===== src/rtl/polar2rect_pkg.sv =====
// polar2rect_pkg
//   Shared constants and types for the polar-to-rectangular CORDIC block.
//   - width constants for magnitude, results and angle
//   - 1/K scale factor (Q0.16) and the +90 / +180 degree angle constants
//   - FSM state encoding
//   - atan_lut(): arctangent table in degrees x1024, one entry per micro-rotation
package polar2rect_pkg;

   localparam int MAG_W = 12;
   localparam int XY_W  = 13;
   localparam int ANG_W = 19;

   // 1/K in Q0.16, K = 1.646760 (CORDIC gain for 16 micro-rotations)
   localparam logic [15:0] INV_K = 16'd39797;

   localparam logic signed [ANG_W-1:0] ANG_90  = 19'sd92160;
   localparam logic signed [ANG_W-1:0] ANG_180 = 19'sd184320;

   localparam logic signed [XY_W-1:0] XY_MAX = 13'sd4095;
   localparam logic signed [XY_W-1:0] XY_MIN = -13'sd4095;

   typedef enum logic [1:0] {
      ST_IDLE = 2'd0,
      ST_LOAD = 2'd1,
      ST_ROT  = 2'd2,
      ST_DONE = 2'd3
   } state_t;

   // round(atan(2^-idx) * 180/pi * 1024)
   function automatic logic signed [ANG_W-1:0] atan_lut(input logic [3:0] idx);
      logic signed [ANG_W-1:0] val;
      case (idx)
         4'd0:    val = 19'sd46080;
         4'd1:    val = 19'sd27203;
         4'd2:    val = 19'sd14373;
         4'd3:    val = 19'sd7296;
         4'd4:    val = 19'sd3662;
         4'd5:    val = 19'sd1833;
         4'd6:    val = 19'sd917;
         4'd7:    val = 19'sd458;
         4'd8:    val = 19'sd229;
         4'd9:    val = 19'sd115;
         4'd10:   val = 19'sd57;
         4'd11:   val = 19'sd29;
         4'd12:   val = 19'sd14;
         4'd13:   val = 19'sd7;
         4'd14:   val = 19'sd4;
         4'd15:   val = 19'sd2;
         default: val = 19'sd0;
      endcase
      return val;
   endfunction

endpackage


===== src/rtl/polar2rect_cordic_rot_stage.sv =====
// cordic_rot_stage
//   Combinational single CORDIC micro-rotation in rotation mode.
//   Ports:
//     x_in, y_in   : current vector (signed, DP_W bits)
//     z_in         : residual angle, degrees x1024 (signed)
//     shift        : iteration index i (shift amount)
//     atan_val     : ATAN[i] for this iteration
//     x_out, y_out : rotated vector
//     z_out        : updated residual angle
module cordic_rot_stage
   import polar2rect_pkg::*;
#(
   parameter int DP_W = 18
)
(
   input  logic signed [DP_W-1:0]  x_in,
   input  logic signed [DP_W-1:0]  y_in,
   input  logic signed [ANG_W-1:0] z_in,
   input  logic [3:0]              shift,
   input  logic signed [ANG_W-1:0] atan_val,
   output logic signed [DP_W-1:0]  x_out,
   output logic signed [DP_W-1:0]  y_out,
   output logic signed [ANG_W-1:0] z_out
);

   logic signed [DP_W-1:0] x_sh_s;
   logic signed [DP_W-1:0] y_sh_s;

   // One micro-rotation: direction follows the sign of the residual angle (z >= 0 -> d = +1)
   always_comb begin
      x_sh_s = x_in >>> shift;
      y_sh_s = y_in >>> shift;
      if (z_in[ANG_W-1] == 1'b0) begin
         x_out = x_in - y_sh_s;
         y_out = y_in + x_sh_s;
         z_out = z_in - atan_val;
      end else begin
         x_out = x_in + y_sh_s;
         y_out = y_in - x_sh_s;
         z_out = z_in + atan_val;
      end
   end

endmodule


===== src/rtl/polar2rect.sv =====
// polar2rect
//   Iterative rotation-mode CORDIC: (unsigned magnitude, signed degrees x1024)
//   -> (x, y) = mag * (cos, sin). One micro-rotation per clock.
//   Ports:
//     clock    : system clock, rising edge
//     reset    : synchronous, active-high
//     data_rdy : start strobe, mag/angle sampled on this cycle
//     mag      : unsigned magnitude 0..4095
//     angle    : signed degrees x1024, +/-184320
//     x, y     : signed results, saturated to +/-4095
//     busy     : conversion in progress
//     out_rdy  : one-cycle pulse, x/y valid from this cycle on
module polar2rect
   import polar2rect_pkg::*;
#(
   parameter int ITER  = 16,
   parameter int GUARD = 4
)
(
   input  logic                    clock,
   input  logic                    reset,
   input  logic                    data_rdy,
   input  logic [MAG_W-1:0]        mag,
   input  logic signed [ANG_W-1:0] angle,
   output logic signed [XY_W-1:0]  x,
   output logic signed [XY_W-1:0]  y,
   output logic                    busy,
   output logic                    out_rdy
);

   localparam int DP_W     = MAG_W + GUARD + 2;   // internal x/y width
   localparam int DPX_W    = DP_W + 1;            // one extra bit for negate/round
   localparam int PROD_W   = MAG_W + 16;
   localparam int SCALE_SH = 16 - GUARD;
   localparam logic [3:0] LAST_ITER = 4'(ITER - 1);
   localparam logic signed [DPX_W-1:0] RND_BIAS = DPX_W'(32'sd1 <<< (GUARD - 1));
   localparam logic signed [DPX_W-1:0] SAT_HI   = DPX_W'(32'sd4095);
   localparam logic signed [DPX_W-1:0] SAT_LO   = DPX_W'(-32'sd4095);

   state_t                  state_r;
   state_t                  state_nxt_s;
   logic [MAG_W-1:0]        mag_r;
   logic signed [ANG_W-1:0] angle_r;
   logic signed [DP_W-1:0]  xi_r;
   logic signed [DP_W-1:0]  yi_r;
   logic signed [ANG_W-1:0] z_r;
   logic                    neg_r;
   logic [3:0]              iter_r;

   logic                    accept_s;
   logic signed [ANG_W-1:0] z_fold_s;
   logic                    neg_fold_s;
   logic [PROD_W-1:0]       prod_s;
   logic signed [DP_W-1:0]  x0_s;
   logic signed [ANG_W-1:0] atan_s;
   logic signed [DP_W-1:0]  xr_s;
   logic signed [DP_W-1:0]  yr_s;
   logic signed [ANG_W-1:0] zr_s;
   logic signed [DPX_W-1:0] x_fold_s;
   logic signed [DPX_W-1:0] y_fold_s;
   logic signed [DPX_W-1:0] x_sum_s;
   logic signed [DPX_W-1:0] y_sum_s;
   logic signed [DPX_W-1:0] x_rnd_s;
   logic signed [DPX_W-1:0] y_rnd_s;

   // Clamp a rounded result into the symmetric +/-4095 output range
   function automatic logic signed [XY_W-1:0] sat_xy(input logic signed [DPX_W-1:0] v);
      logic signed [XY_W-1:0] r;
      if (v > SAT_HI) begin
         r = XY_MAX;
      end else if (v < SAT_LO) begin
         r = XY_MIN;
      end else begin
         r = v[XY_W-1:0];
      end
      return r;
   endfunction

   // A request is taken only in IDLE and not in the out_rdy cycle, which still
   // closes the previous conversion (back-to-back strobes are dropped).
   assign accept_s = (state_r == ST_IDLE) && data_rdy && !out_rdy;
   assign atan_s   = atan_lut(iter_r);

   cordic_rot_stage #(.DP_W(DP_W)) u_rot (
      .x_in     (xi_r),
      .y_in     (yi_r),
      .z_in     (z_r),
      .shift    (iter_r),
      .atan_val (atan_s),
      .x_out    (xr_s),
      .y_out    (yr_s),
      .z_out    (zr_s)
   );

   // State register
   always_ff @(posedge clock) begin
      if (reset) begin
         state_r <= ST_IDLE;
      end else begin
         state_r <= state_nxt_s;
      end
   end

   // Next-state logic
   always_comb begin
      state_nxt_s = state_r;
      case (state_r)
         ST_IDLE: begin
            if (accept_s) begin
               state_nxt_s = ST_LOAD;
            end else begin
               state_nxt_s = ST_IDLE;
            end
         end
         ST_LOAD: state_nxt_s = ST_ROT;
         ST_ROT: begin
            if (iter_r == LAST_ITER) begin
               state_nxt_s = ST_DONE;
            end else begin
               state_nxt_s = ST_ROT;
            end
         end
         ST_DONE: state_nxt_s = ST_IDLE;
         default: state_nxt_s = ST_IDLE;
      endcase
   end

   // Quadrant fold into +/-90 degrees plus 1/K pre-scaling of the start vector
   always_comb begin
      if (angle_r > ANG_90) begin
         z_fold_s   = angle_r - ANG_180;
         neg_fold_s = 1'b1;
      end else if (angle_r < -ANG_90) begin
         z_fold_s   = angle_r + ANG_180;
         neg_fold_s = 1'b1;
      end else begin
         z_fold_s   = angle_r;
         neg_fold_s = 1'b0;
      end
      prod_s = PROD_W'(mag_r) * PROD_W'(INV_K);
      x0_s   = signed'(DP_W'(prod_s >> SCALE_SH));
   end

   // Undo the fold, round half-up, and drop the guard bits
   always_comb begin
      if (neg_r) begin
         x_fold_s = -DPX_W'(xi_r);
         y_fold_s = -DPX_W'(yi_r);
      end else begin
         x_fold_s = DPX_W'(xi_r);
         y_fold_s = DPX_W'(yi_r);
      end
      x_sum_s = x_fold_s + RND_BIAS;
      y_sum_s = y_fold_s + RND_BIAS;
      x_rnd_s = x_sum_s >>> GUARD;
      y_rnd_s = y_sum_s >>> GUARD;
   end

   // Datapath and output registers
   always_ff @(posedge clock) begin
      if (reset) begin
         mag_r   <= '0;
         angle_r <= '0;
         xi_r    <= '0;
         yi_r    <= '0;
         z_r     <= '0;
         neg_r   <= 1'b0;
         iter_r  <= 4'd0;
         x       <= '0;
         y       <= '0;
         busy    <= 1'b0;
         out_rdy <= 1'b0;
      end else begin
         out_rdy <= 1'b0;
         case (state_r)
            ST_IDLE: begin
               if (accept_s) begin
                  mag_r   <= mag;
                  angle_r <= angle;
                  busy    <= 1'b1;
               end
            end
            ST_LOAD: begin
               xi_r   <= x0_s;
               yi_r   <= '0;
               z_r    <= z_fold_s;
               neg_r  <= neg_fold_s;
               iter_r <= 4'd0;
            end
            ST_ROT: begin
               xi_r   <= xr_s;
               yi_r   <= yr_s;
               z_r    <= zr_s;
               iter_r <= iter_r + 4'd1;
            end
            ST_DONE: begin
               x       <= sat_xy(x_rnd_s);
               y       <= sat_xy(y_rnd_s);
               out_rdy <= 1'b1;
               busy    <= 1'b0;
            end
            default: begin
               busy <= 1'b0;
            end
         endcase
      end
   end

endmodule

===== config.mk =====
export PLATFORM = sky130hd
export DESIGN_NAME = polar2rect
export DESIGN_NICKNAME = d
export VERILOG_FILES = /design/src/rtl/polar2rect_pkg.sv /design/src/rtl/polar2rect_cordic_rot_stage.sv /design/src/rtl/polar2rect.sv
export SDC_FILE = /design/constraint.sdc
export NUM_CORES = 1
export LEC_CHECK = 0
export CORE_MARGIN = 5
export CORE_UTILIZATION = 47
export DETAILED_ROUTE_END_ITERATION = 12
export HOLD_SLACK_MARGIN = 0.03
export PLACE_DENSITY_LB_ADDON = 0.25
export SLEW_MARGIN = 20
export SYNTH_ARGS = -nofsm -noshare
export SYNTH_HDL_FRONTEND = slang
export SYNTH_HIERARCHICAL = 1
export SYNTH_SLANG_ARGS = --single-unit
export TNS_END_PERCENT = 1

===== constraint.sdc =====
create_clock -name clock -period 11.7 [get_ports clock]
set_input_delay 1.755 -clock clock [delete_from_list [all_inputs] [get_ports clock]]
set_output_delay 1.755 -clock clock [all_outputs]
set_load 0.005 [all_outputs]

* After elaboration in Yosys (flattened, before gate mapping) *
Memory sizes are Yosys's and may differ from the RTL's. A register that Yosys moved wholly into a read port is not among the register bits.
Index checks and enable logic that the tools add are counted.

cells by class
  add/subtract/negate cells = 13
  div/mod/pow operators = 0
  multiply operators = 1
  bitwise gates (word level) = 0
  shift-type cells = 2
  $lt $le $gt $ge = 6
  muxes and demuxes = 25
  reductions and logical operators = 8
  equality and inequality tests = 5

operators with widths
  cell                                                  number
  two-way mux 19 bit                                    5
  one-hot mux 18 bit (2 select lines)                   2
  two-way mux 13 bit                                    4
  adder 19 x 5 -> 19 bit, second input constant         2
  negator 18 -> 19 bit                                  2
  one-hot mux 19 bit (2 select lines)                   1
  adder 18 bit                                          2
  two-way mux 18 bit                                    2
  >>> shifter 18 x 4 -> 18 bit                          2
  subtractor 18 bit                                     2
  > comparator 15 x 13 -> 1 bit, second input constant  2
  < comparator 15 x 13 -> 1 bit, second input constant  2
  multiplier 12 x 16 -> 28 bit, second input constant   1
  adder 19 bit                                          1
  adder 19 bit, second input constant                   1
  > comparator 19 x 18 -> 1 bit, second input constant  1
  < comparator 19 x 18 -> 1 bit, second input constant  1
  subtractor 19 bit                                     1
  subtractor 19 bit, second input constant              1
  two-way mux 4 bit                                     2
  one-hot mux 2 bit (4 select lines)                    1
  one-hot mux 4 bit (2 select lines)                    1
  two-way mux 1 bit                                     6
  adder 4 x 1 -> 4 bit, second input constant           1
  other kinds (10)                                      14

word-level totals
  bits of input ports = 34
  output and inout port bits = 28
  latch bits = 0
  memories kept = 1
  bits in writable memories = 0
  bits in registers = 121
  memory bits (read-only) = 256
  logic and storage cells = 73

memory list
  memory           words  bits a word  read ports  clocked after Yosys merged registers in  wr ports  RTL line              source
  (no name shown)  16     16           1           1                                        0         polar2rect_pkg.sv:32  case (idx)

* Depth between registers and ports, before layout *
  depth after elaboration = 6
  mapped depth = 24
  mapped depth without buffers = 20

* By module *
The synthesis kept the hierarchy.

modules (own cells, without submodules)
  module            cells each  times used  area an instance (um^2)  seq. area each (um^2)
  polar2rect        1344        1           11203.2                  2742.6
  cordic_rot_stage  660         1           5166.2                   0.0

* Least setup slack after synthesis *
OpenSTA, ideal clock, no wires.

  path type = reg-to-reg
  from = register mag_r[4]
  to = register xi_r[11]
  buffers on the path = 0
  arrival time = 5423 ps
  period minus slack after synthesis = 5501 ps
  setup slack = 6199 ps
  data required time = 11622 ps
  stages on the path, launching flop included = 18
  setup time = 78 ps
  cells stage by stage = dfxtp_1 > fa_1 > fa_1 > ha_1 > fa_1 > inv_1 > fa_1 > inv_1 > ha_1 > a21o_1 > a21o_1 > a211oi_1 > o31ai_1 > o41ai_1 > o21ai_0 > a221o_1 > o311a_1 > nor3_1

between the ends
  longest elaborated chain between the ends = 2

ends and longest elaborated chain
  item                                 RTL line           source
  start: declaration                   polar2rect.sv:42   logic [MAG_W-1:0] mag_r;
  start signal: assignment             polar2rect.sv:178  mag_r <= mag;
  multiplier 12 x 16 -> 28 bit         polar2rect.sv:140  prod_s = PROD_W'(mag_r) * PROD_W'(INV_K);
  one-hot mux 18 bit (2 select lines)  polar2rect.sv:175  case (state_r)
  end signal: assignment               polar2rect.sv:184  xi_r <= x0_s;
  end signal: assignment               polar2rect.sv:191  xi_r <= xr_s;
  end: declaration                     polar2rect.sv:44   logic signed [DP_W-1:0] xi_r;

No other way between the ends.
A chain may end at the register's enable or synchronous reset.

* Worst setup path in the final report *
  from = register mag_r[5]
  to = register xi_r[11]

Same word-level chain as after synthesis.

==> key figures <==
Worst hold path
  – Worst Hold Depth: 2
  – Hold-critical path endpoint: x[8]
  – HP Class: flip-flop to flip-flop
  – Hold Startpoint: x[8]

Worst setup path
  – Flop2flop setup slack: between 5 and 6 ns
  – Worst setup SP type: flip-flop
  – CP required: about 12 ns
  – Setup crit end kind: flip-flop
  – Reg2reg path depth: 17
  – Critical R2R Launch: mag_r[5]
  – Reg-to-reg endpoint: xi_r[11]
  – CP Max Fanout: 7
  – Worst EP arrival: roughly 6.5 ns
  – Critical path class: flip-flop to flip-flop

Timing
  – Setup tns final: 0 ns
  – Final Skew: between 0.01 and 0.015 ns
  – Tmin final: 6.11 ns
  – Slew Limit Headroom: about a third
  – RSZ-0062 raised after global routing: no
  – Tightest Pin Transition: just over 1 ns
  – Fin crit share: between 50% and 60%
  – Final worst slack: around 5.6 ns
  – Final setup fails: 0
  – Hold Violations, Final: 0
  – Max-slew violations: 0
  – F_max: 164 MHz

Global routing
  – First-pass GRT wire length: 70800 microns
  – Number of global-route vias before repair: 13700
  – Antenna violations before repair: 0
  – Gr usage total: approximately 22%
  – Pin count of the biggest net entering global routing: 95
  – Grt total ovfl: 0

Logic synthesis
  – Largest area contributor in the netlist: dfxtp_1
  – Syn. warnings: 6
  – Top post-synthesis cells by area: dfxtp_1 (17%), ha_1 (11%), fa_1 (8.8%)
  – #FFs+latches synth: ~140
  – Ys async rst share: 0%
  – Post-synth EDFFs: 0
  – Synth unique cells: between 100 and 150
  – Syn Inst Count: roughly 2000
  – Post-synthesis sequential area ratio: between 15 and 20%
  – Ys flop type: dfxtp_1
  – Post-synth top area share: 16.8%
  – Top-count cell post-synth: nor2_1
  – Post-synth top cells: nor2_1 (190), nand2_1 (175), inv_1 (158)
  – Mean Syn Cell Area: about 8.2 sq um
  – Mapped Area: about 16000 sq um

CTS
  – H-tree depth: 4
  – CTS root buffer: clkbuf_16
  – Clk slew on worst S/H paths: about 0.07 ns
  – CTS resizes: 0
  – CTS Sinks: 137
  – Post-CTS Hold Buffers: 0
  – Skew-Pair Late Insertion Delay: around 0.45 ns
  – CTS tree: done
  – CTS Buffer Depth: 2
  – Setup Buffers After CTS: 0
  – CTS buffer count: 17

Final layout
  – Share of layout cells above drive strength 1: ~6.6%
  – # fillers: ~3300
  – Antenna diode count: 0
  – Synthesis-to-layout area growth: 8.19%
  – Cell Count, Final, Fillers Out: 2450
  – Final #Nets: 2237

Floorplanning
  – Starting Density: between 40% and 50%
  – Die H: 197 microns
  – Cell row count: 68
  – Die Width: between 150 and 200 microns
  – Boundary pin count: just over 60
  – Die Area: 38700 sq um
  – Core ar.: roughly 34000 sq um

Detailed routing
  – Pre-antenna DRT Iters: 5
  – Drc violations: 0
  – Via/cell ratio: just under 6
  – Post-Route WL: 43200 microns
  – Routed Antenna Nets: 0
  – Detailed-route via count: approximately 14000
  – Iter 0 DRT Violations: between 1000 and 1500
  – Wire per inst: 17.6 microns

Flow run
  – Max-Cap Viols: 0

Placement
  – Port Buf Inserts: 61
  – Pre-CTS setup slack: 5.55 ns
  – Routability cong.: ~0.91
  – HPWL Detailed: ~32000 microns
  – Post-Place Cells: around 2400

Pwr
  – Cell Pwr Density: 139 nW/um^2
  – Lkg Pwr: 0.00749 uW
  – VDD IR max: approximately 0.13 mV

Run status
  – Status: complete, no violations
[routing by layer]
metal	global-route usage (%)	up-vias	share of wire (%)
met5	0	-	0
met4	6.37	0	2.5
met3	3.71	69	4.8
met2	36.5	383	46
met1	29.8	6833	46
li1	-	7142	-
[sequential cells by signal, indices dropped and copies added, names as in the netlist]
signal,flops
angle_r,19
atan_s,16
busy,1
iter_r,4
mag_r,12
neg_r,1
out_rdy,1
state_r,2
x,13
xi_r,18
y,13
yi_r,18
z_r,19
[placed cells by master (no fill, tap or decap), types with 10 or more instances in the layout]
cell type        instances
nand3_1                 27
nand2b_1                16
clkdlybuf4s50_1         60
ha_1                   147
a21o_1                  27
mux2_2                  16
o41ai_1                 10
a211oi_1                51
mux4_2                  19
or2_2                   15
o31a_1                  10
and2_1                  13
xnor2_1                 87
xor2_1                  66
inv_1                  158
and3_1                  14
a31oi_1                 21
fa_1                    72
o21ai_0                 58
nor2_1                 189
nor3_1                  43
nor2b_1                 32
clkbuf_16               17
nor4_1                  15
buf_4                   10
or3_1                   13
dfxtp_1                134
o211ai_1                22
nand2_1                175
mux2i_1                 54
o21a_1                  17
o31ai_1                 15
a21oi_1                144
nand4_1                 15
[worst max-delay path: stages, from the launching register on]
cell and delay [ns]:
dfxtp_1 0.51, fa_1 0.50, fa_1 0.45, ha_1 0.35, fa_1 0.54, inv_1 0.06, fa_1 0.52, inv_1 0.04
ha_1 0.32, a21o_1 0.19, a21o_1 0.19, a211oi_1 0.28, o31ai_1 0.13, o41ai_1 0.71, o21ai_0 0.40, a221o_1 0.40
o311a_1 0.32, nor3_1 0.12
[where the power goes]
group	internal [uW]	leakage [uW]	switching [uW]	total, uW
Sequential	503	0.00112	82.4	585
Combinational	571	0.00608	755	1330
Clock	291	0.000290	264	555
Total	1360	0.00749	1100	2470
[cell type report]
| cell class | instances | area (sq um) | area share (%) |
|---|---|---|---|
| multi-input combinational | 1597 | 12500 | 70.8 |
| sequential | 137 | 2750 | 15.5 |
| timing repair buffer | 70 | 676 | 3.81 |
| inverter | 159 | 597 | 3.37 |
| tap | 455 | 569 | 3.21 |
| clock buffer | 18 | 439 | 2.48 |
| clock inverter | 14 | 145 | 0.819 |
[through the flow]
step	util [%]	hold slack [ns]	total power [uW]	cell area, sq um
global placement	49.7	0.444	1880	17100
global route	51.4	0.483	2680	17700
floorplan	-	0.448	1630	16400
finish	51.4	0.457	2470	17700
detailed placement	49.7	0.447	1900	17100
CTS	51.4	0.462	2470	17700
[kinds of logic (layout without fill, tap and decap cells)]
group / count (synthesis) / count (layout) / share of synthesized area [%]
fa+ha+maj: 221 / 221 / 20.2
buf+inv: 274 / 261 / 6.89
simple gates: 619 / 619 / 18.6
flops: 137 / 137 / 16.8
xor+xnor: 153 / 153 / 8.19
mux: 99 / 99 / 8.25
compound gates: 500 / 500 / 21.1
other cells: 1 / 5 / 0.0229
[worst max path at each step]
stage / start / to / slack [ns]
2_1_floorplan: mag_r[4] / xi_r[11] / 6.20
3_3_place_gp: mag_r[5] / xi_r[11] / 5.67
3_5_place_dp: mag_r[5] / xi_r[11] / 5.55
4_1_cts: mag_r[5] / xi_r[11] / 5.52
5_1_grt: mag_r[3] / xi_r[11] / 5.17
6_report: mag_r[5] / xi_r[11] / 5.59
(Power assumes the default switching activity.)
